### config.mk
export PLATFORM = sky130hd
export DESIGN_NAME = bcd_sseg_loader
export DESIGN_NICKNAME = d
export VERILOG_FILES = /design/src/rtl/bcd_sseg_loader.sv
export SDC_FILE = /design/constraint.sdc
export NUM_CORES = 1
export LEC_CHECK = 0
export ABC_AREA = 1
export CAP_MARGIN = 20
export CORE_MARGIN = 1.5
export CORE_UTILIZATION = 45
export CTS_BUF_LIST = sky130_fd_sc_hd__clkbuf_4 sky130_fd_sc_hd__clkbuf_8
export CTS_CLUSTER_DIAMETER = 50
export DETAILED_ROUTE_END_ITERATION = 8
export DONT_BUFFER_PORTS = 1
export HOLD_SLACK_MARGIN = 0.12
export PLACE_DENSITY = 0.64
export SLEW_MARGIN = 20
export SYNTH_ARGS = -nofsm -noshare
export SYNTH_HDL_FRONTEND = slang
export SYNTH_SLANG_ARGS = --single-unit
### constraint.sdc
create_clock -name clk -period 4.9 [get_ports clk]
set_input_delay 0.98 -clock clk [delete_from_list [all_inputs] [get_ports clk]]
set_output_delay 0.98 -clock clk [all_outputs]
set_load 0.1 [all_outputs]
### src/rtl/bcd_sseg_loader.sv
// Expands one signed BCD word into a most-significant-first burst of single-digit
// writes for sseg_array, with leading-zero blanking, sign placement and decimal points.
module bcd_sseg_loader #(
  parameter int BCD_N     = 4,
  parameter int SSEG_BITS = 5
) (
  input  logic                   clk,
  input  logic                   reset,
  input  logic                   start,
  input  logic [4*BCD_N-1:0]     bcd,
  input  logic                   sign,
  input  logic [SSEG_BITS-1:0]   base,
  input  logic [BCD_N-1:0]       dp_mask,
  input  logic                   blank_lz,
  output logic                   ready,
  output logic                   wr,
  output logic [SSEG_BITS-1:0]   sel,
  output logic                   en,
  output logic                   sign_o,
  output logic                   dp,
  output logic [3:0]             val,
  output logic                   done_tick
);

  localparam int KW = (BCD_N > 1) ? $clog2(BCD_N) : 1;

  typedef enum logic [1:0] {S_IDLE, S_WRITE, S_GAP, S_DONE} state_e;

  // Zero digits counted from the top; the loop stops at digit 1 so digit 0 always shows.
  function automatic logic [KW-1:0] calc_lz(input logic [4*BCD_N-1:0] w, input logic blank);
    logic [KW-1:0] cnt;
    logic          run;
    cnt = '0;
    run = blank;
    for (int i = BCD_N - 1; i >= 1; i--) begin
      if (run && (w[4*i +: 4] == 4'd0)) cnt = cnt + KW'(1);
      else                              run = 1'b0;
    end
    return cnt;
  endfunction

  state_e                 state_q, state_d;
  logic [KW-1:0]          k_q, k_d;
  logic                   wr_q, wr_d, en_q, en_d, sgn_q, sgn_d, dp_q, dp_d, done_q, done_d;
  logic [SSEG_BITS-1:0]   sel_q, sel_d;
  logic [3:0]             val_q, val_d;

  logic [4*BCD_N-1:0]     bcd_q, src_bcd;
  logic                   neg_q, src_neg;
  logic [SSEG_BITS-1:0]   base_q, src_base;
  logic [BCD_N-1:0]       dpm_q, src_dpm;
  logic [KW-1:0]          lz_q, lz_in, src_lz;
  logic                   load, emit;
  int                     first_lit, kk;

  assign lz_in = calc_lz(bcd, blank_lz);

  // The first digit is computed straight from the ports so its write lands in cycle 1.
  assign src_bcd  = (state_q == S_IDLE) ? bcd     : bcd_q;
  assign src_neg  = (state_q == S_IDLE) ? sign    : neg_q;
  assign src_base = (state_q == S_IDLE) ? base    : base_q;
  assign src_dpm  = (state_q == S_IDLE) ? dp_mask : dpm_q;
  assign src_lz   = (state_q == S_IDLE) ? lz_in   : lz_q;

  always_comb begin
    state_d   = state_q;
    k_d       = k_q;
    wr_d      = 1'b0;
    done_d    = 1'b0;
    sel_d     = sel_q;
    en_d      = en_q;
    sgn_d     = sgn_q;
    dp_d      = dp_q;
    val_d     = val_q;
    load      = 1'b0;
    emit      = 1'b0;
    first_lit = 0;
    kk        = 0;

    case (state_q)
      S_IDLE: begin
        if (start) begin
          state_d = S_WRITE;
          k_d     = KW'(BCD_N - 1);
          load    = 1'b1;
          emit    = 1'b1;
        end
      end
      S_WRITE: begin
        // The gap after digit 0 is replaced by DONE to keep done_tick at cycle 2*BCD_N.
        if (k_q == '0) begin
          state_d = S_DONE;
          done_d  = 1'b1;
        end else begin
          state_d = S_GAP;
        end
      end
      S_GAP: begin
        state_d = S_WRITE;
        k_d     = k_q - KW'(1);
        emit    = 1'b1;
      end
      default: state_d = S_IDLE;
    endcase

    if (emit) begin
      first_lit = BCD_N - int'(src_lz);
      kk        = int'(k_d);
      wr_d      = 1'b1;
      sel_d     = src_base + SSEG_BITS'(k_d);
      if (src_neg && (src_lz != '0) && (kk == first_lit)) begin
        en_d  = 1'b1;
        sgn_d = 1'b1;
        val_d = 4'd0;
        dp_d  = 1'b0;
      end else if (kk >= first_lit) begin
        en_d  = 1'b0;
        sgn_d = 1'b0;
        val_d = 4'd0;
        dp_d  = 1'b0;
      end else begin
        en_d  = 1'b1;
        val_d = src_bcd[4*k_d +: 4];
        dp_d  = src_dpm[k_d];
        sgn_d = src_neg && (src_lz == '0) && (kk == BCD_N - 1);
      end
    end
  end

  always_ff @(posedge clk) begin
    if (reset) begin
      state_q <= S_IDLE;
      k_q     <= '0;
      wr_q    <= 1'b0;
      sel_q   <= '0;
      en_q    <= 1'b0;
      sgn_q   <= 1'b0;
      dp_q    <= 1'b0;
      val_q   <= 4'd0;
      done_q  <= 1'b0;
    end else begin
      state_q <= state_d;
      k_q     <= k_d;
      wr_q    <= wr_d;
      sel_q   <= sel_d;
      en_q    <= en_d;
      sgn_q   <= sgn_d;
      dp_q    <= dp_d;
      val_q   <= val_d;
      done_q  <= done_d;
    end
  end

  always_ff @(posedge clk) begin
    if (load) begin
      bcd_q  <= bcd;
      neg_q  <= sign;
      base_q <= base;
      dpm_q  <= dp_mask;
      lz_q   <= lz_in;
    end
  end

  assign ready     = (state_q == S_IDLE);
  assign wr        = wr_q;
  assign sel       = sel_q;
  assign en        = en_q;
  assign sign_o    = sgn_q;
  assign dp        = dp_q;
  assign val       = val_q;
  assign done_tick = done_q;

endmodule

# After elaboration in Yosys (flattened, before gate mapping)
# Cells that the tools add are included.
[classes]
add_sub_neg = 5
order_cmp = 2
n_eq_ne = 5
shift = 1
mux = 30
n_bitwise = 1
n_reduce_logical = 15
[op_table]
columns = ["operator", "count"]
rows = [
  ["$mux 1", 16],
  ["$mux 16", 1],
  ["$shiftx 16x5->4", 1],
  ["$logic_not 4->1", 3],
  ["$mux 4", 3],
  ["$mux 2", 5],
  ["$logic_and 1x1->1", 7],
  ["$logic_not 2->1", 3],
  ["$pmux 2 s3", 1],
  ["$add 5x2->5", 1],
  ["$mux 5", 1],
  ["$add 2x1->2 const B", 2],
  ["$eq 2x1->1 const B", 2],
  ["$eq 3x4->1", 1],
  ["$ge 3x4->1", 1],
  ["$pmux 2 s2", 1],
  ["$sub 3x2->4 const A", 1],
  ["$lt 2x3->1 const B", 1],
  ["$bmux 1 s2", 1],
  ["$eq 2x2->1 const B", 1],
  ["$ne 2x2->1 const B", 1],
  ["$pmux 1 s2", 1],
  ["$reduce_bool 2->1", 1],
  ["$reduce_or 2->1", 1],
  ["other kinds (2)", 2],
]
[word_totals]
register_bits = 46
out_inout_bits = 15

# Logic depth before layout (Yosys ltp)
# Gate-level depths: netlist of the first run.
[depth]
word_depth = 13
mapped_depth = 17

# Least setup slack after synthesis of the first run
# No wires, ideal clock.
[synth_path]
path_type = "input to register"
start = "input bcd[12]"
end = "register sgn_q (netlist: sign_o)"
arrival_ns = 3.103
slack_ns = 1.726
path_stages = 15
path_buffers = 0
path_cell_list = "nand3b_1 -> nor3_1 -> ha_1 -> inv_1 -> nand4_1 -> nand3_1 -> nand2_1 -> ha_1 -> inv_1 -> ha_1 -> nand3_1 -> nand3_1 -> nor2_4 -> nand3_1 -> a21oi_1"
[synth_between]
elab_chain_len = 13
[synth_rtl]
columns = ["item", "line", "rtl"]
rows = [
  ["start: declaration", "10", "input logic [4*BCD_N-1:0] bcd,"],
  ["$logic_not 4->1 (*)", "36", "if (run && (w[4*i +: 4] == 4'd0)) cnt = cnt + KW'(1);"],
  ["$logic_and 1x1->1 (*)", "36", ""],
  ["$mux 1", "36", ""],
  ["$add 2x1->2 or $logic_and 1x1->1 (tied branches)", "36", ""],
  ["$mux 2 or $mux 1 (tied branches)", "36", ""],
  ["$add 2x1->2 or $logic_and 1x1->1 (tied branches)", "36", ""],
  ["$mux 2 (*)", "36", ""],
  ["$mux 2 (*)", "63", "assign src_lz = (state_q == S_IDLE) ? lz_in : lz_q;"],
  ["branches (longest 4 deep; another with $sub 3x2->4)", "-", ""],
  ["$mux 1 (*)", "111", "if (src_neg && (src_lz != '0) && (kk == first_lit)) begin"],
  ["end signal: assignment", "147", "sgn_q <= sgn_d;"],
  ["end: declaration", "44", "logic wr_q, wr_d, en_q, en_d, sgn_q, sgn_d, dp_q, dp_d, done_q, done_d;"],
]
# Mark *: on every way between the ends.
# A chain may end at the register's enable or synchronous reset.

# Worst setup path after layout of the first run
[layout_path]
start = "input bcd[10]"
end = "register sgn_q (netlist: sign_o)"
[layout_between]
elab_chain_len = 11
[layout_rtl]
columns = ["item", "line"]
rows = [
  ["$logic_not 4->1 (*)", "36"],
  ["$logic_and 1x1->1 (*)", "36"],
  ["$mux 2 or $mux 1 (tied branches)", "36"],
  ["$add 2x1->2 or $logic_and 1x1->1 (tied branches)", "36"],
  ["$mux 2 (*)", "36"],
  ["$mux 2 (*)", "63"],
  ["branches (longest 4 deep; another with $sub 3x2->4)", "-"],
  ["$mux 1 (*)", "111"],
]
# Marks and branches as above.

==> results.tsv, run 1 <==
metric	value	unit
status	finished clean	
htree_levels	2	
drive_gt1_share	9.59	%
hp-class	reg2reg	
critPathKind	in2reg	
fin_nets	329	
synth_seq_cells	46	
die_area	5910	um2
grt_pass1_vias	1662	
routabilityCongestion	0.736	
num_vias	1761	
p_total	1.12	mW
drtIter0Drc	79	
synth_area	2460	um2
syn-num-nets	330	
fillers	496	
slew_headroom	33.4	%
clock_path_buffers	2	
io_pins	45	
routed_wl	5.01	mm
hold_path_depth	2	
synth_edf_count	28	
numClockSinks	46	
syn_area_per_cell	8.41	um2
tightest_slew	0.997	ns
die_x	76.9	um
syn_inst	292	
path_max_fanout	6	
cap_violations	0	
worstPathArrival	3.45	ns
cts_setup_buffers	0	
dr.pass1.iters	4	
final_area	2580	um2
setup.worst_path.end_class	flip-flop	
layout_common_cells	nand2_1, nor2_1, inv_1, edfxtp_1, nand3_1	
ir_worst_vdd	0.203	mV
antenna_found_initial	0	
dp_hpwl	3.53	mm
port_buffers	0	
dp_slack	1.41	ns
timing.final.ws_setup	1.68	ns
place_area	2470	um2
synth_top_flop_cell	edfxtp_1	
vias_per_cell	4.86	
grt_setup_unrepaired	no	
power.density	434	nW/um2
rr_worst_depth	12	
final_common_cell	nand2_1	
synth_cell_type_count	36	
grt_max_degree	27	
fin_worst_skew	0.00902	ns
drtAntennaViolNets	0	
grt_pass1_wl	8.49	mm
p_leak	1.16	nW
post_cts_resized	0	
max_freq	0.311	GHz
overflow	0	
ys_seq_area_share	48.9	%
core	5170	um2
die_h	76.9	um
maxSlewViolCount	0	
layout_min_cycle_time	3.22	ns
hold_buffers	0	
wl_per_cell	13.8	um
critPathLaunchType	primary input	
rows	26	
clk_latency	0.30	ns
cts_root_buf	clkbuf_8	
clk_pin_slew_worst_paths	0.09	ns
grt_use_total	18.6	%
cp.required	5.13	ns
drc_errors	0	
cts_tree	built	
cts_buffers	5	
fin_crit_sh	65.7	%
async_flop_share	0	%
antenna-diode-count	0	
finalHoldWorstSlack	0.578	ns
yosysWarnings	0	
initial_core_util	47.5	%
setup_violations	0	
area_growth	5.09	%
hold_viol	0	
tns	0	ns
==> state kept, by name, summed over array words and instances (netlist names) <==
signal	flops
lz_q	2
done_tick	1
en	1
wr	1
state_q	2
dp	1
sign_o	1
bcd_q	16
neg_q	1
dpm_q	4
k_q	2
val	4
sel	5
base_q	5
==> path summary, 6_finish.rpt <==
check,startpoint,slack (ns),to
worst max-delay path,bcd[10],1.68,sign_o
worst min register to register,state_q[0],0.58,state_q[0]
worst min-delay path,state_q[0],0.58,state_q[0]
worst max register to register,state_q[0],2.25,sel[4]
==> worst max-delay path, cell delays in order <==
cell and delay, ns:
nor2_1 0.16, nand2_1 0.10, nor4_1 0.26, ha_1 0.29, inv_1 0.06, nand4_1 0.11, nand3_1 0.14, nand2_1 0.08
ha_1 0.27, inv_1 0.04, ha_1 0.29, nand3_1 0.11, nand3_1 0.14, nor2_4 0.18, nand3_1 0.10, a21oi_1 0.13
==> logic make-up (layout without fill, tap and decap cells) <==
kind of cell | after synthesis | in the layout | share of synthesized area, %
simple gates | 166 | 166 | 31.0
flops | 46 | 46 | 48.9
buf+inv | 43 | 43 | 8.76
compound gates | 27 | 27 | 6.27
fa+ha+maj | 8 | 8 | 4.38
xor+xnor | 2 | 2 | 0.713
==> cell type report <==
cell class                 instances  area, um2  share of cell area [%]
inverter                          33        126                    4.90
clock inverter                     3       40.0                    1.55
timing repair buffer               2       15.0                   0.582
multi-input combinational        203       1040                    40.4
tap                               70       87.6                    3.39
clock buffer                       5       68.8                    2.67
sequential                        46       1200                    46.5
==> cell usage after synthesis, drive strengths merged (2+ instances only) <==
cell	number	area share, %
ha	7	3.6
nor2	35	6.0
dfxtp	18	15
nand3	29	6.6
and2	2	0.51
nor4	2	0.51
nor3	2	0.41
nand3b	2	0.61
inv	33	5.1
o21ai	14	3.0
edfxtp	28	34
nand2	91	15
buf	9	3.5
a21oi	13	3.3
==> report_power, final <==
group	leakage [nW]	internal, mW	switching (mW)	total (mW)
clock	0.0579	0.150	0.132	0.282
sequential	0.416	0.452	0.142	0.594
combinational	0.691	0.0808	0.164	0.245
==> metal layers <==
| metal | track usage [%] | vias to the layer above | wire, um | share of wire, % |
|---|---|---|---|---|
| li1 | - | 940 | - | - |
| met1 | 25.9 | 770 | 2470 | 49 |
| met2 | 27.3 | 44 | 2180 | 43 |
| met3 | 5.83 | 7 | 304 | 6.1 |
| met4 | 6.11 | 0 | 66 | 1.3 |
| met5 | 0 | - | 0 | 0 |
==> per-stage QoR <==
stage,instances,utilization [%]
floorplan,292,-
global placement,354,47.8
detailed placement,354,47.8
CTS,362,49.9
global route,362,49.9
finish,362,49.9
No activity file was read; power rests on OpenSTA's default activity.
==> inputs of run 2 (changes only) <==
--- a/config.mk
+++ b/config.mk
@@ -5,7 +5,7 @@
 export SDC_FILE = /design/constraint.sdc
 export NUM_CORES = 1
 export LEC_CHECK = 0
-export ABC_AREA = 1
+export ABC_AREA = 0
 export CAP_MARGIN = 20
 export CORE_MARGIN = 1.5
 export CORE_UTILIZATION = 45
==> constraint.sdc (replaced) <==
create_clock -name clk -period 3.3 [get_ports clk]
set_input_delay 0.66 -clock clk [delete_from_list [all_inputs] [get_ports clk]]
set_output_delay 0.66 -clock clk [all_outputs]
set_load 0.1 [all_outputs]
==> results.tsv, run 2 <==
metric	value	unit
fillers	494	
cap_violations	0	
clock_path_buffers	2	
overflow	0	
drtAntennaViolNets	0	
p_seq_share	56.3	%
maxSlewViolCount	0	
final_common_cell	edfxtp_1	
layout_common_cells	edfxtp_1, nand2_1, dfxtp_1, mux2_2, a21oi_1	
dr.pass1.iters	4	
critPathLaunchType	primary input	
drive_gt1_share	16.2	%
drc_errors	0	
setup.worst_path.end_class	flip-flop	
core	5200	um2
synth_area_leaders	edfxtp_1, dfxtp_1, mux2_2	
path_common_cell	ha_1	
fin_worst_skew	0.0107	ns
p_leak	0.971	nW
layout_min_cycle_time	2.80	ns
critPathKind	in2reg	
antenna-diode-count	0	
hold_path_depth	1	
io_pins	45	
grt_pass1_wl	8.98	mm
area_growth	6.35	%
status	finished clean	
cts_tree	built	
ir_worst_vdd	0.277	mV
cts_buffers	5	
num_vias	1718	
swShare	37.4	%
drtIter0Drc	102	
hold_viol	0	
cpMaxStageDelayCell	ha_1	
fin_crit_sh	84.8	%
hp-class	in2reg	
ys_seq_area_share	48.8	%
htree_levels	2	
synth_top_cells_by_count	edfxtp_1, nand2_1, dfxtp_1	
tns	0	ns
synth_cell_type_count	52	
cts_root_buf	clkbuf_8	
rows	26	
critPathTopFamily	adder cells	
grt_pass1_vias	1709	
slowest_delay	0.30	ns
path_max_fanout	3	
cts_setup_buffers	0	
grt_setup_unrepaired	no	
top_register	bcd_q	
synth_seq_cells	46	
power.density	584	nW/um2
combinationalPowerShare	21.5	%
syn_area_per_cell	10.8	um2
setup_violations	0	
yosysWarnings	0	
vias_per_cell	5.77	
tightest_slew	1.01	ns
port_buffers	0	
syn-num-nets	265	
internal_power	957	uW
die_x	77.0	um
max_freq	0.357	GHz
final_area	2620	um2
worstPathArrival	2.99	ns
post_cts_resized	0	
synth_area	2460	um2
cp_cell_sequence	nor4_1 > and4_1 > ha_1 > xor2_1 > a21o_1 > ha_1 > inv_1 > ha_1 > a21oi_1 > o21ai_0 > a21oi_1 > a22o_1	
critPathBufInv	1	
rr_worst_depth	11	
die_area	5920	um2
syn_inst	227	
largest_reg_flops	16	
wl_per_cell	17.8	um
grt_max_degree	30	
dp_slack	0.241	ns
grt_use_total	19.7	%
antenna_found_initial	0	
synth_top_area_share	34.2	%
synth_edf_count	28	
timing.final.ws_setup	0.502	ns
clk_latency	0.30	ns
clk_pin_slew_worst_paths	0.08	ns
place_area	2530	um2
slew_headroom	32.6	%
fin_nets	265	
numClockSinks	46	
synth_top_flop_cell	edfxtp_1	
p_clk_share	22.2	%
routabilityCongestion	0.812	
synth_area_leader_cell	edfxtp_1	
routed_wl	5.30	mm
cp.required	3.49	ns
switchingPower	571	uW
synth_most_common_cell	edfxtp_1	
initial_core_util	47.3	%
die_h	77.0	um
hold_buffers	0	
async_flop_share	0	%
path_depth	12	
dp_hpwl	3.86	mm
[run 2: final cells by class]
cell class,count,area [um2],share of cell area (%)
inverters,8,30.0,1.15
clock buffers,6,76.3,2.92
repair buffers,7,52.6,2.01
multi-input cells,159,1160,44.4
clock inverters,2,8.76,0.335
well taps,70,87.6,3.35
flip-flops and latches,46,1200,45.9
[run 2: logic make-up (layout without fill, tap and decap cells)]
logic type	Yosys count	after routing	share of synthesized area [%]
adder cells (fa/ha/maj)	8	8	4.37
AND/OR/NAND/NOR	60	60	12.0
AO/OA/AOI/OAI	59	59	17.0
buffers and inverters	22	23	4.32
multiplexers	27	27	11.7
XOR/XNOR	5	5	1.78
flip-flops	46	46	48.8
[run 2: path summary, 6_finish.rpt]
kind / from / end / slack [ns]
max: bcd[8] / dp / 0.50
min: reset / sel[4] / 0.43
max reg2reg: state_q[1] / sel[4] / 0.72
min reg2reg: base_q[4] / sel[4] / 0.68
[run 2: power groups by stage]
| stage | sequential [mW] | combinational (mW) | clock (mW) |
|---|---|---|---|
| finish | 0.860 | 0.329 | 0.339 |
| global route | 0.867 | 0.371 | 0.375 |
| CTS | 0.861 | 0.330 | 0.347 |
| detailed placement | 0.874 | 0.329 | 0 |
| global placement | 0.873 | 0.325 | 0 |
| floorplan | 0.866 | 0.269 | 0 |
[run 2: stage by stage]
| stage | cells | hold WS, ns | power [mW] | utilization, % |
|---|---|---|---|---|
| 6_report | 298 | 0.425 | 1.53 | 50.3 |
| 5_1_grt | 298 | 0.409 | 1.61 | 50.3 |
| 4_1_cts | 298 | 0.414 | 1.54 | 50.3 |
| 3_5_place_dp | 290 | 0.678 | 1.20 | 48.7 |
| 3_3_place_gp | 290 | 0.667 | 1.20 | 48.7 |
| 2_1_floorplan | 227 | 0.632 | 1.13 | - |
[run 2: layer usage]
metal	global-route usage (%)	part of all wire [%]	vias up	wire length [um]
met2	30.4	47	37	2490
li1	-	-	839	-
met4	7.22	1.4	0	74
met1	26.3	46	835	2440
met5	0	0	-	0
met3	5.48	5.6	7	298
